[config.mk]
export PLATFORM = sky130hd
export DESIGN_NAME = char_anim_sequencer
export DESIGN_NICKNAME = d
export VERILOG_FILES = /design/src/rtl/char_anim_pkg.sv /design/src/rtl/char_anim_tick_counter.sv /design/src/rtl/char_anim_sequencer.sv
export SDC_FILE = /design/constraint.sdc
export NUM_CORES = 1
export LEC_CHECK = 0
export ABC_AREA = 1
export ABC_CLOCK_PERIOD_IN_PS = 1800
export BUFFER_PORTS_ARGS = -buffer_cell sky130_fd_sc_hd__buf_4
export CAP_MARGIN = 20
export CELL_PAD_IN_SITES_DETAIL_PLACEMENT = 0
export CELL_PAD_IN_SITES_GLOBAL_PLACEMENT = 1
export CORE_MARGIN = 5
export CORE_UTILIZATION = 39
export DETAILED_ROUTE_END_ITERATION = 8
export PLACE_DENSITY = 0.72
export SLEW_MARGIN = 20
export SYNTH_ARGS = -nofsm -noshare
export SYNTH_HDL_FRONTEND = slang
export SYNTH_HIERARCHICAL = 1
export SYNTH_SLANG_ARGS = --single-unit
[constraint.sdc]
create_clock -name sys_clk -period 1.8 [get_ports sys_clk]
set_input_delay 0.18 -clock sys_clk [delete_from_list [all_inputs] [get_ports sys_clk]]
set_output_delay 0.18 -clock sys_clk [all_outputs]
set_load 0.05 [all_outputs]
[src/rtl/char_anim_pkg.sv]
// Shared definitions for the character sprite-frame sequencer: physics state
// codes, sprite frame indices and width helpers.
package char_anim_pkg;

    // Physics FSM state codes as presented on char_state
    typedef enum logic [2:0] {
        ST_IDLE      = 3'd0,
        ST_LEFT      = 3'd1,
        ST_RIGHT     = 3'd2,
        ST_CHARGE    = 3'd3,
        ST_JUMP      = 3'd4,
        ST_COLLISION = 3'd5,
        ST_FALL      = 3'd6,
        ST_HOLD      = 3'd7
    } char_state_e;

    // Sprite ROM frame indices; walk frames follow from WALK_BASE upwards
    localparam int unsigned FR_IDLE_A    = 0;
    localparam int unsigned FR_IDLE_B    = 1;
    localparam int unsigned FR_CHARGE    = 2;
    localparam int unsigned FR_JUMP_UP   = 3;
    localparam int unsigned FR_JUMP_DOWN = 4;
    localparam int unsigned FR_HARD_LAND = 5;
    localparam int unsigned FR_SOFT_LAND = 6;
    localparam int unsigned FR_BONK      = 7;
    localparam int unsigned WALK_BASE    = 8;

    // Width of the frame index for a given walk-cycle length
    function automatic int unsigned frame_w(input int unsigned walk_frames);
        return $clog2(8 + walk_frames);
    endfunction

    // Counter width for a mod-N counter, never narrower than one bit
    function automatic int unsigned cnt_w(input int unsigned modulus);
        return (modulus > 1) ? $clog2(modulus) : 1;
    endfunction

endpackage

[src/rtl/char_anim_tick_counter.sv]
// Tick-enabled mod-MAX up counter.
// Ports: clk, rst_n (async active-low), tick (count enable), restart
// (synchronous clear, wins over tick), count (current value), wrap_c (count
// sits at MAX-1, so the next enabled tick wraps it to 0).
module char_anim_tick_counter #(
    parameter int unsigned MAX   = 2,
    parameter int unsigned WIDTH = 1
) (
    input  logic             clk,
    input  logic             rst_n,
    input  logic             tick,
    input  logic             restart,
    output logic [WIDTH-1:0] count,
    output logic             wrap_c
);

    // Terminal-count flag; independent of tick so callers can gate it freely
    assign wrap_c = (count == WIDTH'(MAX - 1));

    always_ff @(posedge clk or negedge rst_n) begin
        if (!rst_n) begin
            count <= '0;
        end else if (restart) begin
            count <= '0;
        end else if (tick) begin
            count <= wrap_c ? '0 : count + WIDTH'(1);
        end
    end

endmodule

[src/rtl/char_anim_sequencer.sv]
// Sprite-frame sequencer between the character physics FSM and the sprite
// pipeline. Registers the physics inputs once, then on each delayed tick
// selects the next sprite frame by a fixed priority and latches facing.
// Ports: sys_clk, sys_rst_n (async active-low), character_clk (update tick),
// char_state, vel_x, vel_y (signed, +up) in; frame_id, mirror (1 = facing
// left), land_busy (landing hold in progress) out, all registered.
module char_anim_sequencer
    import char_anim_pkg::*;
#(
    parameter int unsigned SIGNED_PHY_WIDTH = 17,
    parameter int unsigned REFRESH_RATE     = 64,
    parameter int unsigned WALK_FRAMES      = 4,
    parameter int unsigned WALK_DIV         = 8,
    parameter int unsigned LAND_HOLD_TICKS  = 64,
    parameter int          MAX_VEL_Y        = 10,
    parameter int unsigned HARD_LAND_SHIFT  = 2,
    parameter int unsigned FRAME_ID_WIDTH   = frame_w(WALK_FRAMES)
) (
    input  logic                               sys_clk,
    input  logic                               sys_rst_n,
    input  logic                               character_clk,
    input  logic [2:0]                         char_state,
    input  logic signed [SIGNED_PHY_WIDTH-1:0] vel_x,
    input  logic signed [SIGNED_PHY_WIDTH-1:0] vel_y,
    output logic [FRAME_ID_WIDTH-1:0]          frame_id,
    output logic                               mirror,
    output logic                               land_busy
);

    localparam int unsigned PW = SIGNED_PHY_WIDTH;
    localparam int unsigned FW = FRAME_ID_WIDTH;
    localparam int unsigned BW = cnt_w(REFRESH_RATE);
    localparam int unsigned DW = cnt_w(WALK_DIV);
    localparam int unsigned HW = cnt_w(LAND_HOLD_TICKS);
    localparam int          HARD_THRESH = -(MAX_VEL_Y >>> HARD_LAND_SHIFT);

    localparam logic [FW-1:0] F_IDLE_A    = FW'(FR_IDLE_A);
    localparam logic [FW-1:0] F_IDLE_B    = FW'(FR_IDLE_B);
    localparam logic [FW-1:0] F_CHARGE    = FW'(FR_CHARGE);
    localparam logic [FW-1:0] F_JUMP_UP   = FW'(FR_JUMP_UP);
    localparam logic [FW-1:0] F_JUMP_DOWN = FW'(FR_JUMP_DOWN);
    localparam logic [FW-1:0] F_HARD_LAND = FW'(FR_HARD_LAND);
    localparam logic [FW-1:0] F_SOFT_LAND = FW'(FR_SOFT_LAND);
    localparam logic [FW-1:0] F_BONK      = FW'(FR_BONK);
    localparam logic [FW-1:0] F_WALK_BASE = FW'(WALK_BASE);
    localparam logic [FW-1:0] F_WALK_LAST = FW'(WALK_BASE + WALK_FRAMES - 1);
    localparam logic [BW-1:0] BREATHE_HALF = BW'(REFRESH_RATE / 2);

    logic                 tick_d;
    char_state_e          state_d;
    logic signed [PW-1:0] vel_x_d;
    logic signed [PW-1:0] vel_y_d;
    logic signed [PW-1:0] vel_y_prev;

    logic [FW-1:0] frame_nxt;
    logic          mirror_nxt;
    logic          busy_nxt;

    logic          br_tick, br_restart, br_wrap_c;
    logic          wd_tick, wd_restart, wd_wrap_c;
    logic          hd_tick, hd_restart, hd_wrap_c;
    logic [BW-1:0] br_count;
    logic [DW-1:0] wd_count;
    logic [HW-1:0] hd_count;

    logic is_walk, is_idle, is_jump;
    logic vy_nz, vy_neg, vx_nz, vx_neg;

    assign is_walk = (frame_id >= F_WALK_BASE);
    assign is_idle = (frame_id == F_IDLE_A) || (frame_id == F_IDLE_B);
    assign is_jump = (frame_id == F_JUMP_UP) || (frame_id == F_JUMP_DOWN);
    assign vy_nz   = |vel_y_d;
    assign vy_neg  = vel_y_d[PW-1];
    assign vx_nz   = |vel_x_d;
    assign vx_neg  = vel_x_d[PW-1];

    // Breathing phase, walk-frame divider, landing hold
    char_anim_tick_counter #(.MAX(REFRESH_RATE), .WIDTH(BW)) u_breathe (
        .clk(sys_clk), .rst_n(sys_rst_n), .tick(br_tick), .restart(br_restart),
        .count(br_count), .wrap_c(br_wrap_c)
    );
    char_anim_tick_counter #(.MAX(WALK_DIV), .WIDTH(DW)) u_walk_div (
        .clk(sys_clk), .rst_n(sys_rst_n), .tick(wd_tick), .restart(wd_restart),
        .count(wd_count), .wrap_c(wd_wrap_c)
    );
    char_anim_tick_counter #(.MAX(LAND_HOLD_TICKS), .WIDTH(HW)) u_land_hold (
        .clk(sys_clk), .rst_n(sys_rst_n), .tick(hd_tick), .restart(hd_restart),
        .count(hd_count), .wrap_c(hd_wrap_c)
    );

    // Counter values and the breathe terminal flag are not needed by the selector
    logic unused_ok;
    assign unused_ok = ^{br_wrap_c, wd_count, hd_count};

    // Input stage, pre-landing velocity and output registers
    always_ff @(posedge sys_clk or negedge sys_rst_n) begin
        if (!sys_rst_n) begin
            tick_d     <= 1'b0;
            state_d    <= ST_IDLE;
            vel_x_d    <= '0;
            vel_y_d    <= '0;
            vel_y_prev <= '0;
            frame_id   <= F_IDLE_A;
            mirror     <= 1'b0;
            land_busy  <= 1'b0;
        end else begin
            tick_d    <= character_clk;
            state_d   <= char_state_e'(char_state);
            vel_x_d   <= vel_x;
            vel_y_d   <= vel_y;
            if (tick_d) begin
                vel_y_prev <= vel_y_d;
            end
            frame_id  <= frame_nxt;
            mirror    <= mirror_nxt;
            land_busy <= busy_nxt;
        end
    end

    // Priority frame selector and facing latch
    always_comb begin
        frame_nxt  = frame_id;
        mirror_nxt = mirror;
        busy_nxt   = land_busy;
        br_tick    = 1'b0;
        br_restart = 1'b0;
        wd_tick    = 1'b0;
        wd_restart = 1'b0;
        hd_tick    = 1'b0;
        hd_restart = 1'b0;

        if (tick_d) begin
            if (state_d == ST_CHARGE) begin
                frame_nxt = F_CHARGE;
                busy_nxt  = 1'b0;
            end else if (state_d == ST_JUMP) begin
                busy_nxt = 1'b0;
                if (vy_nz) begin
                    frame_nxt = vy_neg ? F_JUMP_DOWN : F_JUMP_UP;
                end else if (!is_jump) begin
                    frame_nxt = F_JUMP_UP;
                end
            end else if (state_d == ST_COLLISION) begin
                frame_nxt = F_BONK;
            end else if (state_d == ST_FALL) begin
                // A zero pre-landing velocity means no real impact: keep the frame
                if (|vel_y_prev) begin
                    frame_nxt  = (int'(vel_y_prev) < HARD_THRESH) ? F_HARD_LAND : F_SOFT_LAND;
                    busy_nxt   = 1'b1;
                    hd_restart = 1'b1;
                end
            end else if (land_busy) begin
                // Remaining state is IDLE/LEFT/RIGHT/HOLD: freeze until the hold expires
                hd_tick = 1'b1;
                if (hd_wrap_c) begin
                    busy_nxt = 1'b0;
                end
            end else if (state_d == ST_HOLD) begin
                frame_nxt = frame_id;
            end else if ((state_d == ST_LEFT) || (state_d == ST_RIGHT)) begin
                if (!is_walk) begin
                    frame_nxt  = F_WALK_BASE;
                    wd_restart = 1'b1;
                end else begin
                    wd_tick = 1'b1;
                    if (wd_wrap_c) begin
                        frame_nxt = (frame_id == F_WALK_LAST) ? F_WALK_BASE : frame_id + FW'(1);
                    end
                end
            end else if (vy_nz) begin
                // Idle but moving vertically: walked off a ledge
                frame_nxt = vy_neg ? F_JUMP_DOWN : F_JUMP_UP;
            end else if (!is_idle) begin
                frame_nxt  = F_IDLE_A;
                br_restart = 1'b1;
            end else begin
                br_tick   = 1'b1;
                frame_nxt = (br_count < BREATHE_HALF) ? F_IDLE_A : F_IDLE_B;
            end

            if (state_d == ST_LEFT) begin
                mirror_nxt = 1'b1;
            end else if (state_d == ST_RIGHT) begin
                mirror_nxt = 1'b0;
            end else if ((state_d == ST_JUMP) && vx_nz) begin
                mirror_nxt = vx_neg;
            end
        end
    end

endmodule

Word level (Yosys, flattened, before mapping)
Cells that the tools add are included.
- bits in registers: 76
- input bits: 40
- output and inout bits: 6
- word-level logic and storage cells: 141
- add/subtract/negate cells: 4
- order comparisons: 3
- equality and inequality tests: 21
- mux-type cells: 87
- reduce and logical (&&, ||, !) cells: 15
- operators by type and width (kind ; number):
    $mux 1 ; 62
    $mux 4 ; 13
    $reduce_or 17->1 ; 3
    $mux 6 ; 6
    $lt 17x2->1 const B ; 1
    $eq 3x3->1 const B ; 5
    $mux 3 ; 5
    $add 6x1->6 const B ; 2
    $eq 6x6->1 const B ; 2
    $ne 7x5->1 const B ; 1
    $eq 3x2->1 const B ; 2
    $lt 6x6->1 const B ; 1
    $reduce_and 6->1 ; 1
    $reduce_bool 2->1 ; 3
    $ne 5x1->1 const B ; 1
    $ne 5x3->1 const B ; 1
    $ne 5x4->1 const B ; 1
    $add 4x1->4 const B ; 1
    $eq 4x1->1 const B ; 1
    $eq 4x2->1 const B ; 1
    $eq 4x3->1 const B ; 1
    $eq 4x4->1 const B ; 1
    $ge 4x4->1 const B ; 1
    $logic_not 4->1 ; 1
    other kinds (11) ; 13

Logic depth before layout (Yosys ltp)
- depth after elaboration: 14
- depth in mapped cells: 13
- depth with buffers taken out: 12

Hierarchy
The synthesis kept the hierarchy.
- by module, submodules not included (module ; instances ; cells each ; area each (µm²) ; seq. area each (µm²)):
    char_anim_sequencer ; 1 ; 278 ; 2576.2 ; 1526.5
    char_anim_tick_counter at u_breathe ... ; 2 ; 51 ; 341.6 ; 150.1
    char_anim_tick_counter at u_walk_div ; 1 ; 17 ; 151.4 ; 75.1

Worst setup path after synthesis
Ideal clock, no wire load.
- path kind: flip-flop to flip-flop
- from: reg frame_id[0]
- to: reg u_breathe.count[5]
- library setup time: 0.071 ns
- arrival time: 1.901 ns
- data required time: 1.729 ns
- slack: -0.172 ns
- stages on the path, launching flop included: 12
- buffers on the path: 0
- clock period less this slack: 1.972 ns
- cell sequence: dfrtp_1 inv_1 ha_1 o21ai_0 inv_1 nor2_1 inv_1 nand2_1 nand3_1 nand2_1 inv_1 nor2_1
- cells in the longest elaborated chain, start to end: 13
- elaborated cells on any way between the ends: 25
- classes of those cells: 1 x eq/ne; 21 x mux; 3 x reduce/logical
- RTL lines (element ; RTL line ; source):
    start, declared ; char_anim_sequencer.sv:25 ; output logic [FRAME_ID_WIDTH-1:0] frame_id,
    start signal, assigned ; char_anim_sequencer.sv:114 ; frame_id <= frame_nxt;
    $eq 4x1->1 / $logic_not 4->1 (equally long branches) ; char_anim_sequencer.sv:70 ; assign is_idle = (frame_id == F_IDLE_A) || (frame_id == F_IDLE_B);
    $logic_or 1x1->1 (*) ; char_anim_sequencer.sv:70 ;
    $mux 1 (*) ; char_anim_sequencer.sv:173 ; end else if (!is_idle) begin
    $mux 1 (*) ; char_anim_sequencer.sv:170 ; end else if (vy_nz) begin
    $mux 1 (*) ; char_anim_sequencer.sv:160 ; end else if ((state_d == ST_LEFT) || (state_d == ST_RIGHT)) begin
    $mux 1 (*) ; char_anim_sequencer.sv:158 ; end else if (state_d == ST_HOLD) begin
    $mux 1 (*) ; char_anim_sequencer.sv:152 ; end else if (land_busy) begin
    $mux 1 (*) ; char_anim_sequencer.sv:145 ; end else if (state_d == ST_FALL) begin
    $mux 1 (*) ; char_anim_sequencer.sv:143 ; end else if (state_d == ST_COLLISION) begin
    $mux 1 (*) ; char_anim_sequencer.sv:136 ; end else if (state_d == ST_JUMP) begin
    $mux 1 (*) ; char_anim_sequencer.sv:133 ; if (state_d == ST_CHARGE) begin
    $mux 1 (*) ; char_anim_sequencer.sv:132 ; if (tick_d) begin
    via br_restart ; char_anim_sequencer.sv:59 ; logic br_tick, br_restart, br_wrap_c;
    $mux 6 / $reduce_bool 2->1 (equally long branches) ; - ;
    end signal, assigned ; char_anim_tick_counter.sv:26 ; count <= wrap_c ? '0 : count + WIDTH'(1);
    end, declared ; char_anim_tick_counter.sv:13 ; output logic [WIDTH-1:0] count,
The timed path passes the listed nets; every way through them passes the cells marked *.
A chain may end at the register's enable or synchronous reset.

Worst setup path after layout
- from: reg vel_y_d[8]
- to: reg u_breathe.count[3]
- cells in the longest elaborated chain, start to end: 11
- elaborated cells on any way between the ends: 21
- classes of those cells: 19 x mux; 2 x reduce/logical
- RTL lines (element ; RTL line ; source):
    start, declared ; char_anim_sequencer.sv:52 ; logic signed [PW-1:0] vel_y_d;
    start signal, assigned ; char_anim_sequencer.sv:110 ; vel_y_d <= vel_y;
    $reduce_or 17->1 ; char_anim_sequencer.sv:72 ; assign vy_nz = |vel_y_d;
    $mux 1 ; char_anim_sequencer.sv:170 ;
    $mux 1 ; char_anim_sequencer.sv:160 ;
    $mux 1 ; char_anim_sequencer.sv:158 ;
    $mux 1 ; char_anim_sequencer.sv:152 ;
    $mux 1 ; char_anim_sequencer.sv:145 ;
    $mux 1 ; char_anim_sequencer.sv:143 ;
    $mux 1 ; char_anim_sequencer.sv:136 ;
    $mux 1 ; char_anim_sequencer.sv:133 ;
    $mux 1 ; char_anim_sequencer.sv:132 ;
    via br_tick ; char_anim_sequencer.sv:59 ;
    $reduce_bool 2->1 (no source line) ; - ;
The timed path passes the listed nets, and every way through them passes these cells.

==> impl_metrics.ini <==
[outcome]
run_status = finished with violations
violations = setup timing

[critical_path]
path_cells = nor2_1, nand2_1, nor2_4, nand3_2, nand3b_1, nor2_4, nand3_2, o21ai_2, nor2_1
rr_worst_depth = 9
startpoint_type = flop
reg2reg_from = vel_y_d[8]$_DFF_PN0_
r2r-end = u_breathe/count[3]$_DFFE_PN0P_
arrival_ns = 2.05
max_stage_delay_ns = 0.40
rrSetupSlack_ns = -0.01
path_max_fanout = 4
worst_setup_path_end_kind = flop
slowest_stage = dfrtp_1
worstSetupPathType = flop to flop
worstPathRequired_ns = 2.04

[floorplan]
die_w_um = 103
pin_count = 46
die_y_um = 103
start_util_pct = 39.5
rows = 34
die_area_mm2 = 0.0107
fp.coreArea_mm2 = 0.00864

[clocking]
ctsLongestPathBuffers = 2
cts.clk_slew.worst_paths_ns = 0.09
clk_latency_ns = 0.35
clock_sinks = 76
h-tree-depth = 3
cts.root.buffer_cell = clkbuf_8
cts_made_buffers = 9
cts_tree = built

[routing]
ant_nets = 0
drc_errors = 0
firstDrtPassIters = 6
vias = 2878
drt-initial-drc-count = 84
wl_mm = 7.56
drt-vias-per-instance = 4.55
avgRoutedWirePerCell_um = 11.9

[timing]
fmax_mhz = 552
fin_skew_ns = 0.0129
finalMaxSlewViolations = 0
rsz0062_at_grt = true
period_share_pct = 101
layout_setup_ws_ns = -0.0106
slew_headroom_pct = 65.4
worst_slew_pin_slew_ns = 0.519
finalSetupViolCount = 3
fin_crit_ns = 1.81
hold_viol = 0

[power]
p_leak_uw = 0.00235
sw_frac_of_total_pct = 30.7
pwr-share-comb_pct = 20.2
power_frac_seq_pct = 49.8
clkPwrFrac_pct = 30.0
power_uw = 3930
switchingPower_uw = 1210
p_int_uw = 2720
pwr_density_cell_mw_per_mm2 = 823
vdd_ir_drop_max_mv = 0.444

[hold_path]
min_path_type = primary input to asynchronous set/reset pin

[finish]
n_fill_cell = 794
final_net_count = 567
drive_above_1_share_pct = 27.6
syn_to_final_growth_pct = 40.0
antenna_cells = 0
final_cell_count_no_fill = 633
fin_util_pct = 55.2

[placed_design]
hpwl_mm = 5.52
pre_cts_ws_ns = -0.111
dp_cells = 578
port_buffers = 45
gp_congestion = 0.784

[global_route]
grt_pass1_wl_mm = 13.1
first_global_vias = 2984
antenna_found_initial = 0
grt-ovfl-total = 0
grt_usage_pct = 15.7
grt_max_degree = 40

[logic_synthesis]
netlist_instances = 396
avgSynthCellArea_um2 = 8.60
synth_fp_nets = 443
netlist_area_mm2 = 0.00341
synth_warnings = 6

[flow_run]
maxCapViolations = 0
-- repair_timing --
item / in CTS / in global routing
resized for setup: 7 / 19
setup endpoints to repair: 5 / 12
setup buffers: 0 / 0
hold buffers: 39 / 0
hold endpoints to repair: 75 / 0
pin swaps: 3 / 9
-- layer usage --
metal	share of wire (%)	vias up	track usage, %
li1	-	1489	-
met1	46	1331	19.9
met2	49	52	27.1
met3	3.6	6	3.49
met4	1.2	0	4.48
met5	0	-	0
-- worst max-delay path, delay by kind of cell, from the launching register on --
| family | cells | cell delay [ns] |
|---|---|---|
| flip-flops | 1 | 0.40 |
| AND/OR/NAND/NOR | 8 | 1.13 |
| AO/OA/AOI/OAI | 1 | 0.17 |
-- placed cells by master (no fill, tap or decap), types with 3 or more instances in the layout --
cell type / n
a21oi_1: 5
buf_4: 80
clkbuf_8: 9
dfrtp_1: 73
dfrtp_2: 3
dlygate4sd3_1: 39
ha_1: 7
inv_1: 34
inv_2: 7
nand2_1: 110
nand2_2: 4
nand3_1: 24
nand3_2: 10
nand4_1: 4
nor2_1: 58
nor2_2: 8
nor2_4: 6
nor3_1: 4
o21ai_0: 11
o21ai_1: 4
-- how the worst max path moves through the flow --
stage / start / end / slack (ns) / depth (start not counted)
floorplan: frame_id[0]$_DFFE_PN0P_ / u_breathe/count[5]$_DFFE_PN0P_ / 0.0002 / 11
global placement: vel_y_d[11]$_DFF_PN0_ / u_breathe/count[3]$_DFFE_PN0P_ / -0.07 / 9
detailed placement: vel_y_d[11]$_DFF_PN0_ / u_breathe/count[3]$_DFFE_PN0P_ / -0.11 / 9
CTS: vel_y_d[15]$_DFF_PN0_ / u_breathe/count[5]$_DFFE_PN0P_ / 0.001 / 12
global route: vel_y_d[8]$_DFF_PN0_ / u_breathe/count[5]$_DFFE_PN0P_ / -0.25 / 12
finish: vel_y_d[8]$_DFF_PN0_ / u_breathe/count[3]$_DFFE_PN0P_ / -0.01 / 9
-- power by group through the flow --
stage / combinational, µW / clock, µW / sequential, µW
6_report: 792 / 1180 / 1960
5_1_grt: 895 / 1280 / 1980
4_1_cts: 788 / 1210 / 1960
3_5_place_dp: 716 / 0 / 1990
3_3_place_gp: 710 / 0 / 1980
2_1_floorplan: 304 / 0 / 2080
-- sequential cells by signal, summed over array words and instances, names as in the netlist --
signal and flops:
frame_id 4, land_busy 1, mirror 1, state_d 3
tick_d 1, u_breathe/count 6, u_land_hold/count 6, u_walk_div/count 3
vel_x_d 17, vel_y_d 17, vel_y_prev 17
-- layout make-up --
cell class,count,area (µm²),area share (%)
Timing Repair Buffer,120,1010,21.2
Tap cell,108,135,2.83
Multi-Input combinational cell,270,1380,28.8
Inverter,43,166,3.49
Clock inverter,6,48.8,1.02
Clock buffer,10,128,2.68
Sequential cell,76,1910,39.9
-- through the flow --
step	hold slack, ns	instance area, µm²	TNS (ns)
6_report	0.349	4770	-0.0177
2_1_floorplan	-0.116	3410	0
3_3_place_gp	0.194	4120	-0.190
5_1_grt	0.381	4770	-1.26
3_5_place_dp	0.197	4120	-0.363
4_1_cts	0.361	4700	0
(Power assumes the default switching activity.)
